==> src/rtl/multicycle_control.sv <==
// multicycle_control
// Multi-cycle main control FSM. Each instruction walks through
// FETCH -> DECODE -> EXEC -> (MEM) -> (WB), so the datapath can share a
// single memory port and a single ALU. An opcode that decodes as illegal
// parks the machine in TRAP until reset.
//
// Parameters
//   OPW    opcode width (>= 4); any set bit above bit 3 is illegal
//   FUNCW  func field width, latched into func_q
//   CNT_W  performance counter width (only with MCTRL_PERF_EN)
//
// Ports
//   clk, rst      rising-edge clock, asynchronous active-high reset
//   opcode, func  instruction fields, sampled in DECODE
//   mem_ready     memory finishes the current request this cycle
//   mem_req       memory request (FETCH, MEM)
//   mem_we        memory write (MEM of SW)
//   iord          0 = instruction address, 1 = data address
//   ir_write      load IR (FETCH & mem_ready)
//   pc_inc        increment PC (FETCH & mem_ready)
//   alu_op        3-bit ALU-op for the ALU control block
//   func_q        func field latched in DECODE
//   alu_src       ALU B operand is the immediate
//   branch        branch evaluate strobe
//   branch_ne     branch sense is not-equal
//   reg_dst       destination register is rd
//   mem_to_reg    write-back data comes from memory
//   reg_write     register file write strobe
//   illegal       sticky illegal-opcode flag
//   instr_count   retired instructions (MCTRL_PERF_EN only)
//   cycle_count   active cycles (MCTRL_PERF_EN only)
//
// Optional feature: define MCTRL_PERF_EN to build the performance counters.
module multicycle_control #(
    parameter int OPW   = 4,
    parameter int FUNCW = 3,
    parameter int CNT_W = 32
) (
    input  logic             clk,
    input  logic             rst,
    input  logic [OPW-1:0]   opcode,
    input  logic [FUNCW-1:0] func,
    input  logic             mem_ready,
    output logic             mem_req,
    output logic             mem_we,
    output logic             iord,
    output logic             ir_write,
    output logic             pc_inc,
    output logic [2:0]       alu_op,
    output logic [FUNCW-1:0] func_q,
    output logic             alu_src,
    output logic             branch,
    output logic             branch_ne,
    output logic             reg_dst,
    output logic             mem_to_reg,
    output logic             reg_write,
    output logic             illegal
`ifdef MCTRL_PERF_EN
    ,
    output logic [CNT_W-1:0] instr_count,
    output logic [CNT_W-1:0] cycle_count
`endif
);

    typedef enum logic [2:0] {
        FETCH  = 3'd0,
        DECODE = 3'd1,
        EXEC   = 3'd2,
        MEM    = 3'd3,
        WB     = 3'd4,
        TRAP   = 3'd5
    } stateT;

    typedef enum logic [2:0] {
        CL_R   = 3'd0,
        CL_I   = 3'd1,
        CL_BR  = 3'd2,
        CL_LW  = 3'd3,
        CL_SW  = 3'd4,
        CL_ILL = 3'd5
    } classT;

    // Elaboration-time sanity checks on the parameters
    if (OPW < 4) begin : gOpwCheck
        $error("multicycle_control: OPW must be at least 4");
    end
    if (CNT_W < 1) begin : gCntCheck
        $error("multicycle_control: CNT_W must be at least 1");
    end

    stateT state;
    classT cls;
    logic  isBne;

    classT      decCls;
    logic [2:0] decAlu;
    logic       decBne;
    logic       upperZero;

    // Opcode decode. Only the low nibble selects the class; any bit above
    // bit 3 forces the illegal class regardless of the nibble.
    always_comb begin
        decCls    = CL_ILL;
        decAlu    = 3'b000;
        decBne    = 1'b0;
        upperZero = ((opcode >> 4) == '0);
        if (upperZero) begin
            case (opcode[3:0])
                4'b0000: begin decCls = CL_R;  decAlu = 3'b000; end
                4'b0001: begin decCls = CL_I;  decAlu = 3'b001; end
                4'b0010: begin decCls = CL_I;  decAlu = 3'b010; end
                4'b0011: begin decCls = CL_I;  decAlu = 3'b011; end
                4'b0100: begin decCls = CL_I;  decAlu = 3'b100; end
                4'b0111: begin decCls = CL_I;  decAlu = 3'b110; end
                4'b0101: begin decCls = CL_BR; decAlu = 3'b101; end
                4'b0110: begin decCls = CL_BR; decAlu = 3'b101; decBne = 1'b1; end
                4'b1000: begin decCls = CL_LW; decAlu = 3'b111; end
                4'b1001: begin decCls = CL_SW; decAlu = 3'b111; end
                default: begin decCls = CL_ILL; decAlu = 3'b000; end
            endcase
        end
    end

    // Sequencer. The instruction class, ALU-op and func are captured once in
    // DECODE and held until the next DECODE, so later states (and the ALU
    // control block) see a stable view even though the IR may be reloaded.
    always_ff @(posedge clk or posedge rst) begin
        if (rst) begin
            state  <= FETCH;
            cls    <= CL_R;
            isBne  <= 1'b0;
            alu_op <= 3'b000;
            func_q <= '0;
        end else begin
            case (state)
                FETCH: begin
                    if (mem_ready) begin
                        state <= DECODE;
                    end
                end
                DECODE: begin
                    cls    <= decCls;
                    isBne  <= decBne;
                    alu_op <= decAlu;
                    func_q <= func;
                    state  <= (decCls == CL_ILL) ? TRAP : EXEC;
                end
                EXEC: begin
                    case (cls)
                        CL_LW, CL_SW: state <= MEM;
                        CL_BR:        state <= FETCH;
                        default:      state <= WB;
                    endcase
                end
                MEM: begin
                    if (mem_ready) begin
                        state <= (cls == CL_LW) ? WB : FETCH;
                    end
                end
                WB:      state <= FETCH;
                TRAP:    state <= TRAP;
                default: state <= FETCH;
            endcase
        end
    end

    logic inFetch;
    logic inExec;
    logic inMem;
    logic inWb;

    assign inFetch = (state == FETCH);
    assign inExec  = (state == EXEC);
    assign inMem   = (state == MEM);
    assign inWb    = (state == WB);

    // Moore strobes decoded from the registered state. Reset parks the state
    // in FETCH, so the FETCH-driven strobes are masked by rst to keep every
    // output quiet while reset is held and to drop them immediately when
    // reset arrives mid-instruction.
    assign mem_req    = ~rst & (inFetch | inMem);
    assign ir_write   = ~rst & inFetch & mem_ready;
    assign pc_inc     = ~rst & inFetch & mem_ready;
    assign iord       = inMem;
    assign mem_we     = inMem & (cls == CL_SW);
    assign alu_src    = inMem | (inExec & ((cls == CL_I) | (cls == CL_LW) | (cls == CL_SW)));
    assign branch     = inExec & (cls == CL_BR);
    assign branch_ne  = inExec & (cls == CL_BR) & isBne;
    assign reg_write  = inWb;
    assign reg_dst    = inWb & (cls == CL_R);
    assign mem_to_reg = inWb & (cls == CL_LW);
    assign illegal    = (state == TRAP);

`ifdef MCTRL_PERF_EN
    logic retire;

    // An instruction retires on the edge that returns the machine to FETCH.
    assign retire = (inExec & (cls == CL_BR))
                  | (inMem & mem_ready & (cls == CL_SW))
                  | inWb;

    // Performance counters; cycles spent trapped are not counted.
    always_ff @(posedge clk or posedge rst) begin
        if (rst) begin
            instr_count <= '0;
            cycle_count <= '0;
        end else begin
            if (state != TRAP) begin
                cycle_count <= cycle_count + 1'b1;
            end
            if (retire) begin
                instr_count <= instr_count + 1'b1;
            end
        end
    end
`endif

endmodule

==> config.mk <==
export PLATFORM = sky130hd
export DESIGN_NAME = multicycle_control
export DESIGN_NICKNAME = d
export VERILOG_FILES = /design/src/rtl/multicycle_control.sv
export SDC_FILE = /design/constraint.sdc
export NUM_CORES = 1
export LEC_CHECK = 0
export ABC_AREA = 1
export BUFFER_PORTS_ARGS = -buffer_cell sky130_fd_sc_hd__clkbuf_2
export CORE_MARGIN = 2
export CORE_UTILIZATION = 43
export CTS_CLUSTER_SIZE = 8
export DETAILED_ROUTE_END_ITERATION = 12
export PLACE_DENSITY = 0.73
export SLEW_MARGIN = 20
export SYNTH_ARGS = -nofsm -noshare
export SYNTH_HDL_FRONTEND = slang
export SYNTH_SLANG_ARGS = --single-unit
export TNS_END_PERCENT = 50
==> constraint.sdc <==
create_clock -name clk -period 1 [get_ports clk]
set_input_delay 0.05 -clock clk [delete_from_list [all_inputs] [get_ports clk]]
set_output_delay 0.05 -clock clk [all_outputs]
set_load 0.01 [all_outputs]
==> summary.txt, run 1 <==
GRT
  • Largest net degree at the start of global routing: 14
  • First-pass GRT wire length: between 3000 and 4000 microns
  • Gr ovfl total: 0
  • Initial antenna violation count: 0
  • Tot GR Track Use: 23.4%
  • Vias in the first global route: about 860

Die
  • Std-Cell Rows: 15
  • Total die area: 2180 sq um
  • Core Region: around 1700 sq um
  • Die W: 46.7 microns
  • Die height: 46.7 microns
  • Initial core utilization: 45.4%
  • I/O pin count: 28

Cells and area
  • Ant diodes: 0
  • Layout Nets: about 190
  • Area grow syn2layout: 65.7%
  • Post-Layout Cell Count: 199
  • Fillers: between 100 and 150
  • Register area: between 300 and 400 sq um
  • Share of layout cells above drive strength 1: about 47%
  • Final Util: between 70% and 80%
  • Post-route cell area: 1300 sq um
  • Footprint of the multi-input gates: around 460 sq um

Worst setup path
  • Worst setup EP type: primary output
  • Critical path cell sequence: inv_2 -> buf_4 -> nand2_4 -> nor3_4 -> clkbuf_2
  • Critical path arrival: between 1 and 1.5 ns
  • Worst-path maximum fanout: 4
  • WP data required: about 0.95 ns
  • Delay-heaviest family, CP: buffers and inverters
  • Number of buffers and inverters on the critical path: 3
  • CP Launch Type: flop
  • CP peak stage delay: roughly 0.40 ns
  • Slowest-stage cell, CP: dfrtp_1
  • Kind of critical path: reg -> out

Drt
  • Drc violations: 0
  • Routed len/inst: approximately 12 microns
  • Via-to-Cell Ratio: around 4.7
  • Via count: between 900 and 1000
  • Post-route antenna net violation count: 0
  • First-pass iteration count of the detailed router: 4
  • Post-Route WL: roughly 2400 microns
  • Initial DRC count: 9

Synth
  • Post-synth net total: 126
  • Post-Synthesis Cells: 116
  • Async SR Flop Fraction: 100%
  • Count of different cell masters after synthesis: 20
  • Top-area cell type share of the netlist area: between 40% and 50%
  • Synth area leader: dfrtp_1
  • Yosys warns: 0
  • Post-synthesis sequential area ratio: 41.5%
  • EDFF count, synth: 0
  • Synthesized area: roughly 800 sq um
  • Most common cell in the netlist: nand2_1
  • Synth cell count leaders: 42 x nand2_1, 17 x inv_1, 13 x dfrtp_1, 12 x nor2_1, 10 x nand3_1
  • Area contributors post-synth: dfrtp_1 42%, nand2_1 20%, inv_1 8.1%
  • Synth Flop Type: dfrtp_1
  • Synth Register Bits: 13
  • Syn Area/Cell: a little under 7 sq um

Clocking
  • Clock Path Buffers: 2
  • CTS root buf: clkbuf_4
  • Clock Pin Slew Worst Setup and Hold Paths: ~0.08 ns
  • Inserted Clock Buffers: 3
  • Sink Count: 13
  • Worst-Skew Late Latency: around 0.27 ns
  • CTS tree: done
  • H-tree lvl count: 1

Placed design
  • Area post-placement: roughly 1100 sq um
  • Final HPWL DP: roughly 1700 microns
  • Global placer's final weighted congestion: just under 1
  • Placed cells: roughly 190
  • Port Buffers: 27

Timing
  • RSZ-0062 raised after global routing: true
  • Final Hold Fails: 0
  • Final period util: 137%
  • Highest clock rate: around 0.73 GHz
  • Final setup violating endpoints: 25
  • Least-Margin Pin Slew: between 0.4 and 0.5 ns
  • Slew headroom: between 60% and 70%
  • Pins over their slew limit: 0
  • Worst Skew: approximately 0.004 ns
  • Final setup margin: -0.368 ns
  • Fin crit period: about 1.4 ns

Run status
  • Status: finished, violations left
  • Failing checks: negative setup slack

Pwr
  • Leak Pwr: around 0.73 nW
  • Power Dens Cells: 2680 nW/um^2
  • Max VDD drop: about 1.5 mV

Hold path
  • Worst min-delay path class: in -> reg

Flow run
  • Max Cap Viol: 0
## layout make-up
class / instances / area share, %
Clock buffer: 4 / 2.03
Inverter: 17 / 4.92
Multi-Input combinational cell: 84 / 35.7
Sequential cell: 13 / 25.4
Tap cell: 25 / 2.41
Timing Repair Buffer: 56 / 29.6
## metal layers
layer | wire (microns) | GRT usage (%) | vias up
met4 | 23 | 7.78 | 0
li1 | - | - | 481
met1 | 911 | 25.7 | 436
met5 | 0 | 0 | -
met2 | 1370 | 44.4 | 24
met3 | 70 | 4.31 | 4
## cell usage in the layout, fill, tap and decap left out, drive strengths merged
| cell | netlist | final |
|---|---|---|
| a21boi | 1 | 1 |
| dfrtp | 13 | 13 |
| nor4 | 1 | 1 |
| nand3 | 10 | 10 |
| o22a | 1 | 1 |
| buf | 2 | 32 |
| inv | 17 | 17 |
| or2 | 1 | 1 |
| nor3 | 3 | 3 |
| dlygate4sd3 | 0 | 4 |
| nor2 | 13 | 13 |
| nand2 | 44 | 44 |
| o21ai | 6 | 6 |
| clkbuf | 0 | 24 |
| nand4 | 1 | 1 |
| a21oi | 3 | 3 |
## sequential cells by signal, indices dropped and copies added, names as in the netlist
name,flops
state,3
isBne,1
cls,3
alu_op,3
func_q,3
## path summary, 6_finish.rpt
kind | start | to | cells after the start | slack [ns]
setup / recovery | state[2] | ir_write | 5 | -0.37
hold / removal | opcode[1] | isBne | 3 | 0.13
setup reg to reg | state[0] | cls[2] | 6 | -0.28
hold reg to reg | func_q[1] | func_q[1] | 2 | 0.48
max in group asynchronous | rst | state[0] | 3 | 0.25
min in group asynchronous | rst | alu_op[2] | 3 | 0.39
## metrics by stage
| stage | total power, mW | hold slack, ns | TNS (ns) | setup WS, ns |
|---|---|---|---|---|
| 4_1_cts | 3.31 | 0.119 | -6.22 | -0.352 |
| 3_5_place_dp | 2.69 | 0.135 | -2.18 | -0.173 |
| 2_1_floorplan | 1.86 | -0.0730 | -0.519 | -0.104 |
| 5_1_grt | 3.71 | 0.141 | -8.56 | -0.447 |
| 3_3_place_gp | 2.62 | 0.122 | -1.42 | -0.127 |
| 6_report | 3.47 | 0.127 | -7.09 | -0.368 |
## kinds of logic after synthesis
logic type | count (synthesis) | share of synthesized area (%)
simple gates | 73 | 39.6
buf+inv | 19 | 10.5
flops | 13 | 41.5
compound gates | 11 | 8.31
## tightest hold or removal path: cells and delay by family
family / cells / cell delay [ns]
buffers and inverters: 1 / 0.13
and+or+nand+nor: 1 / 0.10
AOI/OAI and AO/OA: 1 / 0.08
## power breakdown
group	switching [mW]	total (mW)	internal, mW
combinational	1.09	2.13	1.05
clock	0.162	0.316	0.155
sequential	0.253	1.02	0.771
total	1.50	3.47	1.97
## timing repair
action / in CTS / in global routing
resized for setup: 20 / 16
setup endpoints to repair: 25 / 25
pin swaps: 4 / 3
endpoints found under the hold margin: 16 / 0
setup buffers: 5 / 1
hold buffers: 4 / 0
(Power assumes the default switching activity.)
==> run 2: changes to the inputs <==
ABC_AREA = default   (was 1)
CORE_UTILIZATION = 44   (was 43)
PLACE_DENSITY = 0.74   (was 0.73)
==> summary.txt, run 2 <==
Synth
  • Synth area leader: dfrtp_1
  • Post-Synthesis Cells: between 100 and 150
  • Synth cell count leaders: 20 x nand2_1, 13 x dfrtp_1, 8 x nor2b_1, 6 x nor2_1, 6 x o21ai_0
  • Synth Register Bits: 13
  • Count of different cell masters after synthesis: 33
  • Yosys warns: 0
  • Async SR Flop Fraction: between 90% and 100%
  • Synth Flop Type: dfrtp_1
  • Syn Area/Cell: approximately 8.5 sq um
  • Synthesized area: approximately 860 sq um
  • Area contributors post-synth: dfrtp_1 38%, nand2_1 8.7%, nor2b_1 5.8%
  • Most common cell in the netlist: nand2_1
  • Post-synth net total: about 110
  • Post-synthesis sequential area ratio: approximately 38%
  • EDFF count, synth: 0
  • Top-area cell type share of the netlist area: 37.7%

Clocking
  • Inserted Clock Buffers: 3
  • Sink Count: 13
  • Worst-Skew Late Latency: about 0.28 ns
  • CTS tree: done
  • Clock Pin Slew Worst Setup and Hold Paths: roughly 0.09 ns
  • H-tree lvl count: 1
  • Clock Path Buffers: 2
  • CTS root buf: clkbuf_4

GRT
  • Tot GR Track Use: between 20% and 30%
  • Initial antenna violation count: 0
  • Largest net degree at the start of global routing: 14
  • First-pass GRT wire length: around 3600 microns
  • Vias in the first global route: roughly 840
  • Gr ovfl total: 0

Drt
  • Post-route antenna net violation count: 0
  • Drc violations: 0
  • Post-Route WL: roughly 2700 microns
  • First-pass iteration count of the detailed router: 4
  • Routed len/inst: 14.5 microns
  • Via count: about 970
  • Via-to-Cell Ratio: around 5.3
  • Initial DRC count: 17

Pwr
  • Gate power share: approximately two thirds
  • Share of power burned in registers: 25.9%
  • Clock power frac: around 9.0%
  • Leak Pwr: roughly 0.7 nW
  • Power Dens Cells: about 2700 nW/um^2
  • Internal Power: between 2 and 2.5 mW
  • Switch Pwr: about 1.6 mW
  • Switching portion of total power: between 40% and 50%
  • Max VDD drop: roughly 1.7 mV

Die
  • Total die area: about 2300 sq um
  • Std-Cell Rows: 16
  • Initial core utilization: roughly 45%
  • I/O pin count: 28
  • Die W: slightly below 50 microns
  • Core Region: 1900 sq um
  • Die height: ~48 microns

Run status
  • Failing checks: negative setup slack
  • Status: finished, violations left

Worst setup path
  • FF-to-FF setup slack: -0.47 ns
  • Cells on worst reg2reg path: 4
  • Critical path arrival: 1.51 ns
  • Reg2reg end: state[2]
  • WP data required: 0.95 ns
  • Kind of critical path: reg -> out
  • Worst-path maximum fanout: 5
  • FF-to-FF Start: cls[1]
  • Worst setup EP type: primary output
  • CP Launch Type: flop

Timing
  • Least-Margin Pin Slew: between 0.5 and 0.6 ns
  • Final period util: 156%
  • Slew headroom: around 64%
  • Worst Skew: roughly 0.0014 ns
  • Final setup margin: -0.555 ns
  • Highest clock rate: roughly 0.64 GHz
  • Fin crit period: roughly 1.6 ns
  • RSZ-0062 raised after global routing: true
  • Final setup violating endpoints: 25
  • Pins over their slew limit: 0
  • Setup TNS: -9.09 ns
  • Final Hold Fails: 0

Cells and area
  • Register area: 329 sq um
  • Layout Nets: roughly 170
  • Commonest cells after routing, fill and taps aside: 18 x nand2_1, 18 x buf_4, 17 x clkbuf_2
  • Fillers: 132
  • Area grow syn2layout: 62.5%
  • Share of layout cells above drive strength 1: about half
  • Ant diodes: 0
  • Footprint of the multi-input gates: 571 sq um
  • Post-route cell area: around 1400 sq um

Placed design
  • Port Buffers: 27
  • Final HPWL DP: 1540 microns
  • Global placer's final weighted congestion: just under 0.9
  • Area post-placement: between 1000 and 1500 sq um
  • DP Worst Slack: -0.390 ns

Hold path
  • Worst min-delay path class: in -> reg
  • Hold worst-path end: cls[2]
  • Hold Path Origin: opcode[3]
  • Cells on Worst Hold Path: 3

Flow run
  • Max Cap Viol: 0
run 2: changes by cell type after synthesis, moves of 3 or more:
cell / change
nor2_1: -6
nand2b_1: +3
nand3_1: -10
and2_1: +3
nor3b_1: +3
clkbuf_1: +3
and3b_1: +3
nand2_1: -22
nor2b_1: +8
inv_1: -13
run 2: power by group through the flow:
| stage | clock network (mW) | registers (mW) | logic (mW) |
|---|---|---|---|
| 5_1_grt | 0.368 | 1.03 | 2.72 |
| 6_report | 0.346 | 0.999 | 2.51 |
| 3_5_place_dp | 0 | 0.969 | 1.78 |
| 2_1_floorplan | 0 | 0.997 | 1.08 |
| 3_3_place_gp | 0 | 0.944 | 1.75 |
| 4_1_cts | 0.345 | 0.974 | 2.35 |
run 2: what timing repair did:
action / in CTS / in global routing
cloned: 0 / 0
hold buffers: 4 / 0
pin swaps: 12 / 3
endpoints found under the hold margin: 16 / 0
endpoints found under the setup margin: 25 / 25
gates resized for setup: 25 / 19
buffers inserted: 11 / 1
run 2: worst max-delay path by stage:
stage | startpoint | endpoint | cells past startpoint
finish | state[0] | reg_dst | 5
global route | cls[2] | alu_src | 4
floorplan | state[1] | cls[1] | 5
CTS | cls[1] | branch_ne | 5
global placement | state[2] | state[2] | 3
detailed placement | state[2] | state[2] | 3
run 2: layer usage:
metal	part of all wire, %	GRT usage [%]	wire length (microns)	up-vias
met5	0	0	0	-
met4	2.6	11.4	70	0
met3	4.2	3.70	112	6
met2	51	37.9	1370	38
met1	42	28.0	1120	461
li1	-	-	-	466
run 2: kinds of logic (layout without fill, tap and decap cells):
kind of cell           Yosys count  in the layout  share of synthesized area [%]
XOR/XNOR                         1              1                           1.01
flip-flops                      13             13                           37.7
buffers and inverters           10             65                           6.52
AND/OR/NAND/NOR                 58             58                           37.8
AO/OA/AOI/OAI                   20             20                           17.0
run 2: area by class of cell:
type / instances / area share [%]
Sequential cell: 13 / 23.5
Inverter: 4 / 1.07
Clock buffer: 4 / 1.87
Timing Repair Buffer: 57 / 30.5
Multi-Input combinational cell: 79 / 40.7
Tap cell: 27 / 2.41
run 2: through the flow:
step	instances	utilization (%)	hold slack, ns	power (mW)
floorplan	102	-	-0.0730	2.08
global placement	164	58.7	0.127	2.69
detailed placement	164	58.7	0.140	2.75
CTS	183	71.5	0.108	3.67
global route	184	73.8	0.116	4.11
finish	184	73.8	0.107	3.86
run 2: critical path, stage by stage (launching register included):
cell and delay (ns):
dfrtp_2 0.45, buf_6 0.13, nor2_4 0.13, nand2_2 0.07, nor4_1 0.24, buf_2 0.20
